<file path="src/rtl/avm_m1_pkg.sv">
// Shared types and helpers for the Avalon-MM M1 round-robin arbiter.
package avm_m1_pkg;

  typedef enum logic {
    IDLE = 1'b0,
    BUSY = 1'b1
  } state_e;

  localparam int NREQ_MAX  = 4;
  localparam int GNT_MAX_W = 2;

  function automatic int gnt_width(input int nreq);
    return (nreq <= 2) ? 1 : $clog2(nreq);
  endfunction

  function automatic int cnt_width(input int max_pend);
    return $clog2(max_pend) + 1;
  endfunction

  // Widths for the default configuration (2 requesters, 4 outstanding reads).
  localparam int GNT_W      = gnt_width(2);
  localparam int PEND_CNT_W = cnt_width(4);

  // First eligible index after 'last', scanning upward modulo nreq.
  function automatic logic [GNT_MAX_W-1:0] rr_pick(
    input logic [NREQ_MAX-1:0]  eligible,
    input logic [GNT_MAX_W-1:0] last,
    input int                   nreq
  );
    logic [GNT_MAX_W-1:0] pick;
    logic                 found;
    int                   idx;
    pick  = '0;
    found = 1'b0;
    for (int k = 1; k <= NREQ_MAX; k++) begin
      idx = (int'(last) + k) % nreq;
      if (k <= nreq && !found && eligible[idx]) begin
        pick  = GNT_MAX_W'(idx);
        found = 1'b1;
      end
    end
    return pick;
  endfunction

endpackage

</file>
<file path="src/rtl/avm_m1_rid_fifo.sv">
// FIFO of requester IDs for outstanding reads; head names the owner of the next readdatavalid.
module avm_m1_rid_fifo
  import avm_m1_pkg::*;
#(
  parameter int W     = 1,
  parameter int DEPTH = 4
) (
  input  logic         q_clock,
  input  logic         q_reset,
  input  logic         push,
  input  logic         pop,
  input  logic [W-1:0] din,
  output logic [W-1:0] dout,
  output logic         full,
  output logic         empty
);

  localparam int PTR_W = $clog2(DEPTH);
  localparam int CNT_W = cnt_width(DEPTH);

  logic [W-1:0]     mem_q [DEPTH];
  logic [PTR_W-1:0] wr_ptr_q, wr_ptr_d;
  logic [PTR_W-1:0] rd_ptr_q, rd_ptr_d;
  logic [CNT_W-1:0] cnt_q, cnt_d;
  logic             do_push, do_pop;

  assign full  = (cnt_q == CNT_W'(DEPTH));
  assign empty = (cnt_q == '0);
  assign dout  = mem_q[rd_ptr_q];

  always_comb begin
    do_pop   = pop & ~empty;
    do_push  = push & (~full | do_pop);
    // DEPTH is a power of two, so the pointers wrap naturally.
    wr_ptr_d = wr_ptr_q + PTR_W'(do_push);
    rd_ptr_d = rd_ptr_q + PTR_W'(do_pop);
    cnt_d    = cnt_q + CNT_W'(do_push) - CNT_W'(do_pop);
  end

  // NOTE: storage is not reset; cnt_q guards every read, so stale entries are never observed.
  always_ff @(posedge q_clock) begin
    if (do_push) mem_q[wr_ptr_q] <= din;
  end

  // NOTE: sequential state always uses <= so every flop samples pre-edge values.
  always_ff @(posedge q_clock or posedge q_reset) begin
    if (q_reset) begin
      wr_ptr_q <= '0;
      rd_ptr_q <= '0;
      cnt_q    <= '0;
    end else begin
      wr_ptr_q <= wr_ptr_d;
      rd_ptr_q <= rd_ptr_d;
      cnt_q    <= cnt_d;
    end
  end

endmodule

</file>
<file path="src/rtl/avm_m1_arbiter.sv">
// Round-robin arbiter sharing the avm_M1 master port among NREQ requesters,
// with pipelined reads routed back through a queue of requester IDs.
module avm_m1_arbiter
  import avm_m1_pkg::*;
#(
  parameter int NREQ     = 2,
  parameter int ADDR_W   = 30,
  parameter int DATA_W   = 32,
  parameter int MAX_PEND = 4
) (
  input  logic                       q_clock,
  input  logic                       q_reset,
  input  logic [NREQ*ADDR_W-1:0]     r_address,
  input  logic [NREQ*DATA_W-1:0]     r_writedata,
  input  logic [NREQ*DATA_W/8-1:0]   r_byteenable,
  input  logic [NREQ-1:0]            r_read,
  input  logic [NREQ-1:0]            r_write,
  output logic [NREQ-1:0]            r_waitrequest,
  output logic [DATA_W-1:0]          r_readdata,
  output logic [NREQ-1:0]            r_readdatavalid,
  output logic [ADDR_W-1:0]          avm_address,
  output logic [DATA_W-1:0]          avm_writedata,
  output logic [DATA_W/8-1:0]        avm_byteenable,
  output logic                       avm_read,
  output logic                       avm_write,
  output logic                       avm_begintransfer,
  input  logic                       avm_waitrequest,
  input  logic [DATA_W-1:0]          avm_readdata,
  input  logic                       avm_readdatavalid,
  output logic                       pend_full,
  output logic                       err_orphan
);

  localparam int BE_W = DATA_W / 8;
  localparam int GW   = gnt_width(NREQ);

  state_e             state_q, state_d;
  logic [GW-1:0]      grant_q, grant_d;
  logic [GW-1:0]      last_q, last_d;
  logic               first_q, first_d;
  logic [DATA_W-1:0]  rdata_q, rdata_d;
  logic               err_orphan_q, err_orphan_d;

  logic [NREQ-1:0]    eligible;
  logic [GW-1:0]      pick;
  logic               sel_read, sel_write;
  logic               fifo_push, fifo_pop, fifo_full, fifo_empty;
  logic [GW-1:0]      fifo_dout;

  avm_m1_rid_fifo #(
    .W     (GW),
    .DEPTH (MAX_PEND)
  ) u_rid_fifo (
    .q_clock (q_clock),
    .q_reset (q_reset),
    .push    (fifo_push),
    .pop     (fifo_pop),
    .din     (grant_q),
    .dout    (fifo_dout),
    .full    (fifo_full),
    .empty   (fifo_empty)
  );

  // A read-only request must wait while the ID queue is full; a write never does.
  assign eligible  = r_write | (r_read & {NREQ{~fifo_full}});
  assign pick      = GW'(rr_pick(NREQ_MAX'(eligible), GNT_MAX_W'(last_q), NREQ));
  assign sel_read  = r_read[grant_q];
  assign sel_write = r_write[grant_q];
  assign pend_full  = fifo_full;
  assign err_orphan = err_orphan_q;

  // NOTE: every output and next-state value gets a default first, so no path infers a latch.
  always_comb begin
    state_d           = state_q;
    grant_d           = grant_q;
    last_d            = last_q;
    first_d           = 1'b0;
    fifo_push         = 1'b0;
    avm_address       = '0;
    avm_writedata     = '0;
    avm_byteenable    = '0;
    avm_read          = 1'b0;
    avm_write         = 1'b0;
    avm_begintransfer = 1'b0;
    r_waitrequest     = '1;

    case (state_q)
      IDLE: begin
        if (|eligible) begin
          grant_d = pick;
          first_d = 1'b1;
          state_d = BUSY;
        end
      end
      BUSY: begin
        avm_address       = r_address[int'(grant_q)*ADDR_W +: ADDR_W];
        avm_writedata     = r_writedata[int'(grant_q)*DATA_W +: DATA_W];
        avm_byteenable    = r_byteenable[int'(grant_q)*BE_W +: BE_W];
        avm_write         = sel_write;
        avm_read          = sel_read & ~sel_write;
        avm_begintransfer = first_q & (sel_read | sel_write);
        r_waitrequest[grant_q] = avm_waitrequest;
        if (!sel_read && !sel_write) begin
          // Requester abandoned its command: release the port without crediting it.
          state_d = IDLE;
        end else if (!avm_waitrequest) begin
          fifo_push = sel_read & ~sel_write;
          last_d    = grant_q;
          state_d   = IDLE;
        end
      end
      default: state_d = IDLE;
    endcase
  end

  always_comb begin
    r_readdatavalid = '0;
    fifo_pop        = avm_readdatavalid & ~fifo_empty;
    if (fifo_pop) r_readdatavalid[fifo_dout] = 1'b1;
    r_readdata   = avm_readdatavalid ? avm_readdata : rdata_q;
    rdata_d      = r_readdata;
    err_orphan_d = err_orphan_q | (avm_readdatavalid & fifo_empty);
  end

  always_ff @(posedge q_clock or posedge q_reset) begin
    if (q_reset) begin
      state_q      <= IDLE;
      grant_q      <= '0;
      last_q       <= GW'(NREQ - 1);
      first_q      <= 1'b0;
      rdata_q      <= '0;
      err_orphan_q <= 1'b0;
    end else begin
      state_q      <= state_d;
      grant_q      <= grant_d;
      last_q       <= last_d;
      first_q      <= first_d;
      rdata_q      <= rdata_d;
      err_orphan_q <= err_orphan_d;
    end
  end

endmodule
</file>
<file path="config.mk">
export PLATFORM = sky130hd
export DESIGN_NAME = avm_m1_arbiter
export DESIGN_NICKNAME = d
export VERILOG_FILES = /design/src/rtl/avm_m1_pkg.sv /design/src/rtl/avm_m1_rid_fifo.sv /design/src/rtl/avm_m1_arbiter.sv
export SDC_FILE = /design/constraint.sdc
export NUM_CORES = 1
export LEC_CHECK = 0
export CAP_MARGIN = 25
export CORE_AREA = 5 5 105 107
export CTS_CLUSTER_DIAMETER = 60
export DETAILED_ROUTE_END_ITERATION = 8
export DIE_AREA = 0 0 110 112
export PLACE_DENSITY = 0.8
export SETUP_SLACK_MARGIN = 0.2
export SYNTH_ARGS = -nofsm -noshare
export SYNTH_HDL_FRONTEND = slang
export SYNTH_SLANG_ARGS = --single-unit
export TNS_END_PERCENT = 20
</file>
<file path="constraint.sdc">
create_clock -name q_clock -period 3.4 [get_ports q_clock]
set_input_delay 0.68 -clock q_clock [delete_from_list [all_inputs] [get_ports q_clock]]
set_output_delay 0.68 -clock q_clock [all_outputs]
set_load 0.1 [all_outputs]
</file>
==> flow_summary.json <==
{
  "ys.flop_type": "dfrtp_1",
  "cp_max_fo": 31,
  "status": "completed",
  "first_global_vias": 3477,
  "r2r_setup_slack_ns": 0.96,
  "syn_to_final_growth_pct": 108.1,
  "die_x_um": 110,
  "drtIter0Drc": 103,
  "grt_pass1_wl_mm": 18.24,
  "finalCriticalPeriod_ns": 2.830,
  "cts_resized": 0,
  "cp_num_buf_inv": 3,
  "mostFrequentLayoutCells": "clkdlybuf4s50_1 (171), nor2_1 (73), buf_4 (72), mux2i_1 (67), dfrtp_1 (42)",
  "wl_met2_mm": 6.511,
  "final_cell_area_sq_um": 6240,
  "fmax_ghz": 0.3533,
  "drcViolationCount": 0,
  "port_buffers": 278,
  "root_buffer": "clkbuf_8",
  "grt_setup_unrepaired": "no",
  "cts_made_buffers": 5,
  "finalSetupTns_ns": 0,
  "dieArea_sq_um": 12320,
  "avgRoutedWirePerCell_um": 17.73,
  "ios": 279,
  "worst_setup_path_end_kind": "output port",
  "mostFrequentLayoutCell": "clkdlybuf4s50_1",
  "syn_avg_cell_area_sq_um": 10.38,
  "antenna_found_initial": 0,
  "drtAntennaViolNets": 0,
  "switching_share": 0.6513,
  "reg2reg_from": "grant_q$_DFFE_PP0P_",
  "drt-met1-wl_mm": 4.064,
  "synth-edff-count": 4,
  "criticalPathCategory": "input pin to output port",
  "drv_cap": 0,
  "leakagePower_nw": 2.891,
  "ys_warn_count": 0,
  "antennaDiodeCount": 0,
  "arrival_ns": 2.15,
  "synthSimpleGateAreaFrac": 0.1398,
  "worst_pin_slew_ns": 0.6458,
  "post-route-period-util": 0.8324,
  "ir_worst_vdd_uv": 1048,
  "grt_usage": 0.1903,
  "drt-total-wl_mm": 12.34,
  "grt_overflow": 0,
  "start_util": 0.2985,
  "synth_compound_area_frac": 0.02461,
  "clockBufferDepth": 2,
  "cp_common_cell": "buf_12",
  "clock_latency_ns": 0.29,
  "synth_area_sq_um": 2999,
  "clock-skew-final_ns": 0.001684,
  "drive_above_1_share": 0.2857,
  "viasPerCell": 4.532,
  "yosys-mux-area-fraction": 0.3513,
  "highest_layer": "met4",
  "post-dp-hpwl_mm": 10.37,
  "synthAdderAreaFrac": 0.02336,
  "holdPathStages": 1,
  "yosysSeqAreaShare": 0.4076,
  "hold_viol": 0,
  "power_frac_seq": 0.139,
  "setup_violations": 0,
  "syn_inst": 289,
  "via_count": 3154,
  "synth.distinct_cells": 36,
  "relSlewSlack": 0.5688,
  "p_switching_w": 0.004215,
  "h-tree-depth": 2,
  "synth_top_cell_by_area": "dfrtp_1",
  "synth_top_family_by_area": "multiplexers",
  "cts.sinks": 48,
  "cts_tree": "done",
  "hp-class": "flip-flop to flip-flop",
  "place.gp.congestion": 0.8270,
  "ys_ff_latch": 48,
  "rows": 37,
  "post_cts_buffers": 0,
  "timing.rr.end": "u_rid_fifo.cnt_q[2]$_DFF_PP0_",
  "grt_max_degree": 45,
  "final_max_slew_viol_count": 0,
  "path_cells": "clkdlybuf4s50_1 > buf_12 > mux2_2 > buf_12",
  "placed_area_sq_um": 6118,
  "first_pass_iters": 4,
  "hold_path_end": "err_orphan$_DFF_PP0_",
  "p_clk_frac": 0.064,
  "synth_top_area_frac": 0.3588,
  "synth-xor-area-share": 0.01168,
  "min-delay-start": "err_orphan$_DFF_PP0_",
  "wl_met3_mm": 1.473,
  "core_sq_um": 10050,
  "slowest_delay_ns": 0.63,
  "fin_nets": 736,
  "async_flop_share": 0.9167,
  "p_int_w": 0.002257,
  "p_comb_frac": 0.798,
  "powerDensity_nw_per_um2": 1037,
  "start_kind": "input pin",
  "reg2reg_depth": 8,
  "crit_required_ns": 2.72,
  "synth_top_cells_by_area": "dfrtp_1 (36%), mux2i_1 (22%), mux2_2 (12%)",
  "cts_hold_buf": 0,
  "cp_top_family": "buffers and inverters",
  "clk_pin_slew_ns": 0.08,
  "die_y_um": 112,
  "timing.hold.ws_ns": 0.4727,
  "slowest_stage": "clkdlybuf4s50_1",
  "syn_nets": 466
}
worst reg2reg max path, stage by stage, from the launching register on:
cell,delay [ns]
dfrtp_4,0.84
and3b_1,0.30
o22ai_2,0.13
nor2_1,0.20
ha_1,0.17
inv_1,0.04
fa_1,0.37
xnor2_1,0.14
xnor2_1,0.13
flip-flops by register name, indices dropped and copies added (netlist names):
| signal | count |
|---|---|
| u_rid_fifo.rd_ptr_q | 2 |
| state_q | 1 |
| last_q | 1 |
| grant_q | 1 |
| u_rid_fifo.mem_q | 4 |
| u_rid_fifo.wr_ptr_q | 2 |
| u_rid_fifo.cnt_q | 3 |
| rdata_q | 32 |
| first_q | 1 |
| err_orphan | 1 |
power groups by stage:
stage | logic [W] | registers [W] | clock network, W
after floorplan | 0.00400 | 0.000819 | 0
after global placement | 0.00515 | 0.000897 | 0
after detailed placement | 0.00518 | 0.000909 | 0
after CTS | 0.00520 | 0.000898 | 0.000426
after global routing | 0.00535 | 0.000918 | 0.000450
final | 0.00516 | 0.000896 | 0.000414
cell families (layout without fill, tap and decap cells):
group,after synthesis,count (layout)
simple gates,94,94
compound gates,9,9
xor+xnor,4,4
fa+ha+maj,5,5
buf+inv,29,300
mux,100,100
flops,48,48
area by class of cell:
cell class | count | area, sq um
multi-input cells | 212 | 1652
flip-flops and latches | 48 | 1226
well taps | 136 | 170.2
inverters | 10 | 37.54
clock buffers | 8 | 121.4
repair buffers | 282 | 3033
fillers | 836 | 3806
synth_stat cells (2+ instances only):
master    instances
nor2_1           73
mux2i_1          67
dfrtp_1          43
mux2_2           32
buf_2            13
inv_1             9
clkbuf_1          4
edfxtp_1          4
ha_1              4
nor3_1            3
nor4_1            3
nor4b_1           3
a211oi_1          2
a21o_1            2
buf_1             2
nand2_1           2
or2_2             2
xnor2_1           2
xor2_1            2
worst max-delay path by stage:
stage,start,end,slack [ns],cells after the start
2_1_floorplan,avm_readdatavalid,r_readdatavalid[1],0.44,3
3_3_place_gp,r_write[1],avm_begintransfer,0.60,5
3_5_place_dp,avm_readdatavalid,r_readdata[14],0.56,4
4_1_cts,avm_readdatavalid,r_readdata[14],0.57,4
5_1_grt,state_q$_DFF_PP0_,avm_address[0],0.48,4
6_report,avm_readdatavalid,r_readdata[23],0.57,4
routing by layer:
metal / vias up / track usage
met1: 1443 / 0.1899
met4: 0 / 0.05403
met3: 18 / 0.08812
met2: 157 / 0.3467
li1: 1536 / -
met5: - / 0
stage by stage:
stage	power (W)	utilization	setup slack, ns	std cells
2_1_floorplan	0.004817	-	0.4350	289
3_3_place_gp	0.006049	0.6090	0.6023	688
5_1_grt	0.006721	0.6211	0.4825	696
3_5_place_dp	0.006092	0.6090	0.5635	688
4_1_cts	0.006520	0.6211	0.5665	696
6_report	0.006472	0.6211	0.5697	696
No activity file was read; power rests on OpenSTA's default activity.
